### config.mk
export PLATFORM = sky130hd
export DESIGN_NAME = oh_gate2_bist
export DESIGN_NICKNAME = d
export VERILOG_FILES = /design/src/rtl/oh_gate2_bist.sv
export SDC_FILE = /design/constraint.sdc
export NUM_CORES = 1
export LEC_CHECK = 0
export CAP_MARGIN = 20
export CORE_ASPECT_RATIO = 1.4
export CORE_MARGIN = 2
export CORE_UTILIZATION = 32
export CTS_BUF_LIST = sky130_fd_sc_hd__clkbuf_8
export DETAILED_ROUTE_END_ITERATION = 10
export PLACE_DENSITY = 0.55
export SLEW_MARGIN = 20
export SYNTH_ARGS = -nofsm -noshare
export SYNTH_HDL_FRONTEND = slang
export SYNTH_SLANG_ARGS = --single-unit
### constraint.sdc
create_clock -name clk -period 5.6 [get_ports clk]
set_clock_uncertainty 0.1 [all_clocks]
set_input_delay 0.56 -clock clk [delete_from_list [all_inputs] [get_ports clk]]
set_output_delay 0.56 -clock clk [all_outputs]
set_load 0.03 [all_outputs]
### src/rtl/oh_gate2_bist.sv
// oh_gate2_bist -- built-in self-test sequencer for two-input standard cells.
//
// Drives the cell inputs a/b through a Gray-ordered sweep (00, 01, 11, 10),
// repeated NLOOPS times. Each vector is held for SETTLE cycles. The cell
// output z is then compared against TRUTH[{a,b}]. A saturating mismatch
// count and sticky per-vector failure flags are kept for the run.
//
// Optional build macro: OH_GATE2_BIST_SYNC_EN
//   defined   : z passes through a 2-flop synchronizer before comparison.
//               The cell then gets SETTLE-2 cycles to settle, and SETTLE must
//               be at least 3.
//   undefined : z is sampled directly on the sample edge.
// Cycle timing seen at the ports is the same in both builds.
//
// Parameters:
//   TRUTH    expected z per vector index {a,b} (default 4'b0111 = NAND2)
//   SETTLE   cycles from drive edge to sample edge for each vector
//   NLOOPS   number of full 4-vector sweeps per run
// Ports:
//   clk      clock
//   reset    asynchronous active-high reset
//   start    run request level; acted on only in IDLE or DONE
//   a, b     registered drive to the cell inputs
//   z        cell output under test (may be asynchronous to clk)
//   busy     high while a run is in progress
//   done     high from run completion until the next accepted start or reset
//   pass     done and errcnt == 0
//   errcnt   saturating mismatch count for the current or last run
//   fail_vec sticky per-vector mismatch flags for the current or last run

module oh_gate2_bist #(
    parameter logic [3:0] TRUTH  = 4'b0111,
    parameter int         SETTLE = 4,
    parameter int         NLOOPS = 1
) (
    input  logic       clk,
    input  logic       reset,
    input  logic       start,
    output logic       a,
    output logic       b,
    input  logic       z,
    output logic       busy,
    output logic       done,
    output logic       pass,
    output logic [7:0] errcnt,
    output logic [3:0] fail_vec
);

    localparam int            SW         = $clog2(SETTLE + 1);
    localparam int            LW         = $clog2(NLOOPS + 1);
    localparam logic [SW-1:0] SETTLE_MAX = SW'(SETTLE);
    localparam logic [LW-1:0] LAST_LOOP  = LW'(NLOOPS - 1);

    typedef enum logic [1:0] {IDLE, RUN, DONE} state_t;

    state_t        state;
    logic [SW-1:0] settle_cnt;   // 1..SETTLE within the current vector
    logic [1:0]    step;         // binary position of the vector within a loop
    logic [LW-1:0] loop_cnt;     // completed loops in this run
    logic          z_cmp;        // value of z used for comparison

`ifdef OH_GATE2_BIST_SYNC_EN
    logic z_meta;
    logic z_sync;

    if (SETTLE < 3) begin : g_settle_check
        $error("oh_gate2_bist: SETTLE must be >= 3 when OH_GATE2_BIST_SYNC_EN is defined");
    end

    always_ff @(posedge clk or posedge reset) begin
        if (reset) begin
            z_meta <= 1'b0;
            z_sync <= 1'b0;
        end else begin
            z_meta <= z;
            z_sync <= z_meta;
        end
    end

    assign z_cmp = z_sync;
`else
    assign z_cmp = z;
`endif

    logic [1:0] vec;
    logic       mismatch;
    logic       last_vec;
    logic [1:0] step_next;
    logic [1:0] gray_next;
    logic [7:0] err_next;

    assign vec       = {a, b};
    assign mismatch  = (z_cmp != TRUTH[vec]);
    assign last_vec  = (step == 2'd3) && (loop_cnt == LAST_LOOP);
    assign step_next = step + 2'd1;
    // Binary-to-Gray so that exactly one of a/b toggles per step.
    assign gray_next = {step_next[1], step_next[1] ^ step_next[0]};
    // Saturating increment. This is only committed on a sample edge.
    assign err_next  = (mismatch && errcnt != 8'hFF) ? errcnt + 8'd1 : errcnt;

    // NOTE: every state element uses non-blocking assignment, so all of them
    // update together from the values present before the edge.
    always_ff @(posedge clk or posedge reset) begin
        if (reset) begin
            state      <= IDLE;
            a          <= 1'b0;
            b          <= 1'b0;
            busy       <= 1'b0;
            done       <= 1'b0;
            pass       <= 1'b0;
            errcnt     <= 8'd0;
            fail_vec   <= 4'd0;
            settle_cnt <= SW'(1);
            step       <= 2'd0;
            loop_cnt   <= '0;
        end else begin
            case (state)
                IDLE, DONE: begin
                    if (start) begin
                        // The accept edge clears the old results and drives
                        // vector 00 at the same time.
                        state      <= RUN;
                        busy       <= 1'b1;
                        done       <= 1'b0;
                        pass       <= 1'b0;
                        errcnt     <= 8'd0;
                        fail_vec   <= 4'd0;
                        a          <= 1'b0;
                        b          <= 1'b0;
                        settle_cnt <= SW'(1);
                        step       <= 2'd0;
                        loop_cnt   <= '0;
                    end
                end
                RUN: begin
                    if (settle_cnt == SETTLE_MAX) begin
                        errcnt <= err_next;
                        if (mismatch) begin
                            fail_vec[vec] <= 1'b1;
                        end
                        if (last_vec) begin
                            state <= DONE;
                            busy  <= 1'b0;
                            done  <= 1'b1;
                            pass  <= (err_next == 8'd0);
                            a     <= 1'b0;
                            b     <= 1'b0;
                        end else begin
                            step       <= step_next;
                            a          <= gray_next[1];
                            b          <= gray_next[0];
                            settle_cnt <= SW'(1);
                            if (step == 2'd3) begin
                                loop_cnt <= loop_cnt + LW'(1);
                            end
                        end
                    end else begin
                        settle_cnt <= settle_cnt + SW'(1);
                    end
                end
                default: state <= IDLE;
            endcase
        end
    end

endmodule

==> impl_metrics.yaml <==
status:
  status: "complete, no violations"
synthesis:
  synth_cell_type_count: 42
  yosys.area.top_type: "dfrtp_1"
  synth.area.top_cells: "dfrtp_1 43%, o21ai_0 6.1%, nand2_1 4.3%"
  yosysTopAreaCellShare_pct: 43.32
  ys_warn_count: 0
  synth.avg_cell_area_sq_um: 9.627
  synth_compound_area_share_pct: 20.40
  synthMuxAreaShare_pct: 3.249
  synthCells: 144
  synthFlopType: "dfrtp_1"
  synthXorXnorAreaFrac_pct: 0.6318
  syn_nets: 152
  synthArstFlopShare_pct: 100.0
  yosysSeqAreaShare_pct: 45.22
  synth_simple_gate_area_share_pct: 23.83
  synth_area_sq_um: 1386
  synthTopCellsByCount: "24 x dfrtp_1, 17 x o21ai_0, 16 x nand2_1"
  synthAdderAreaFrac_pct: 3.610
  synth_top_family_by_area: "simple AND/OR/NAND/NOR gates"
  synth_seq_cells: 25
  synth_edf_count: 0
  yosysMostFrequentCell: "dfrtp_1"
worst_hold_path:
  hold_depth: 1
  hp-start: "loop_cnt"
  hold_end: "loop_cnt"
  hold_class: "flop to flop"
power_and_ir_drop:
  pwr-share-clk_pct: 14.3
  switching_share_pct: 42.43
  pwr-share-seq_pct: 39.1
  power.internal_mw: 0.4307
  pwr_density_cell_nw_per_um2: 441.2
  power.switching_mw: 0.3174
  leakage_nw: 0.7297
  peakVddDrop_mv: 0.1771
  p_comb_share_pct: 46.6
sta:
  maxSlewViolCount: 0
  post-route-min-period_ps: 2519
  rsz0062_at_grt: "false"
  clock.fmax_mhz: 397.1
  worst_pin_slew_ps: 704.6
  timing.setup.tns_ps: 0
  setup_ws_ps: 3081
  setup_viol: 0
  max-slew-margin-rel_pct: 52.93
  finalCritPeriodShare_pct: 44.97
  finalHoldViolCount: 0
die:
  dieArea_sq_um: 4883
  coreArea_sq_um: 4204
  initial_core_util_pct: 32.98
  die_h_microns: 81.88
  io_pins: 21
  placementRows: 28
  dieWidth_microns: 59.63
worst_setup_path:
  ff2ff_setup_slack_ps: 3080
  cp-end-kind: "flop"
  crit_start: "errcnt[0]"
  crit_type: "flop to flop"
  path_max_fanout: 12
  reg2reg_depth: 6
  critical_path.startpoint_type: "flop"
  crit_required_ps: 5690
  regToRegEndpoint: "pass"
  critPathArrivalTime_ps: 2610
  reg2reg_from: "errcnt[0]"
placement:
  io_buffers: 20
  hpwl_mm: 2.288
  place_ws_ps: 2810
  gp_congestion: 0.7455
detailed_routing:
  drc: 0
  wl_per_cell_microns: 14.94
  totalWireLength_mm: 3.138
  vias_per_cell: 5.448
  dr.pass1.iters: 4
  final_antenna_net_count: 0
  vias: 1144
  drt_iter0_drc: 64
clock_network:
  clkTransAtPathRegs_ps: 90
  cts_buffers: 3
  hold_buffers: 0
  clkSinkCount: 25
  cts_max_level: 1
  cts_resized: 0
  cts_setup_buffers: 0
  max-clock-path-buffers: 2
  cts-root-buf: "clkbuf_8"
  clk_latency_ps: 270
  cts_tree: "yes"
global_routing:
  grt-ovfl-total: 0
  grt_max_degree: 26
  grt.total_usage_pct: 14.45
  antenna_found_initial: 0
  first_global_vias: 1174
  grt_pass1_wl_mm: 5.416
finish:
  register_area_sq_um: 626.9
  area_growth_pct: 22.29
  nFillCells: 431
  final_nets: 174
  antennaDiodeCount: 0
  drive_gt1_share_pct: 11.52
  multi_input_area_sq_um: 716.9
flow_run:
  maxCapViolations: 0
## worst max-delay path, cell delays in order (launching register included)
cell,delay (ps)
dfrtp_1,460
ha_1,330
and4_1,240
a211oi_2,560
nor4bb_1,400
o2111ai_1,160
o31ai_2,180
## cell type report
type / instances / area share, %
multi-input combinational: 109 / 42.29
clock buffer: 3 / 2.435
clock inverter: 1 / 0.2214
sequential: 25 / 36.97
inverter: 6 / 1.328
tap: 45 / 3.321
timing repair buffer: 21 / 13.43
## routing by layer
layer,part of all wire (%),track usage [%]
met5,0,0
met4,2.3,6.667
met3,2.5,2.205
met2,52,25.71
met1,43,16.65
## cells by family (layout without fill, tap and decap cells)
kind of cell	count (synthesis)	after routing
mux	4	4
compound gates	43	43
flops	25	25
xor+xnor	1	1
buf+inv	10	31
simple gates	57	57
fa+ha+maj	4	4
## sequential cells by signal, indices dropped and copies added (netlist names), 2 cells and up
| name | flops |
|---|---|
| state | 2 |
| settle_cnt | 3 |
| fail_vec | 4 |
| errcnt | 8 |
| step | 2 |
## stage by stage
stage               cells  instance area [sq um]  hold WS, ps  total power, mW  utilization [%]
floorplan             144                   1386        343.7           0.5239                -
global placement      205                   1623        360.4           0.6319            38.60
detailed placement    205                   1623        362.8           0.6452            38.60
CTS                   209                   1668        389.2           0.7548            39.67
global route          210                   1695        425.9           0.8039            40.33
finish                210                   1695        381.5           0.7480            40.33
## power groups by stage
stage | combinational [mW] | sequential [mW] | clock [mW]
6_report | 0.348 | 0.292 | 0.107
5_1_grt | 0.383 | 0.302 | 0.119
4_1_cts | 0.350 | 0.292 | 0.113
3_5_place_dp | 0.350 | 0.296 | 0
3_3_place_gp | 0.339 | 0.293 | 0
2_1_floorplan | 0.176 | 0.348 | 0
## placed cells by master (no fill, tap or decap), types with 4 or more instances in the layout
cell type        Yosys  routed
dfrtp_1             24      24
clkdlybuf4s50_1      0      20
o21ai_0             17      17
nand2_1             16      16
a21oi_1             10      10
nor2_1               8       8
inv_1                6       6
nor3_1               5       5
and3_1               4       4
nand2b_1             4       4
nand3_1              4       4
ha_1                 4       4
## how the worst max path moves through the flow
stage	endpoint	slack [ps]	cells past startpoint
after detailed placement	pass	2810	6
after floorplan	pass	3550	6
after global placement	pass	2890	6
final	pass	3080	6
after CTS	pass	3100	6
after global routing	pass	2910	6
Note: power is estimated with default switching activity, not from simulation.
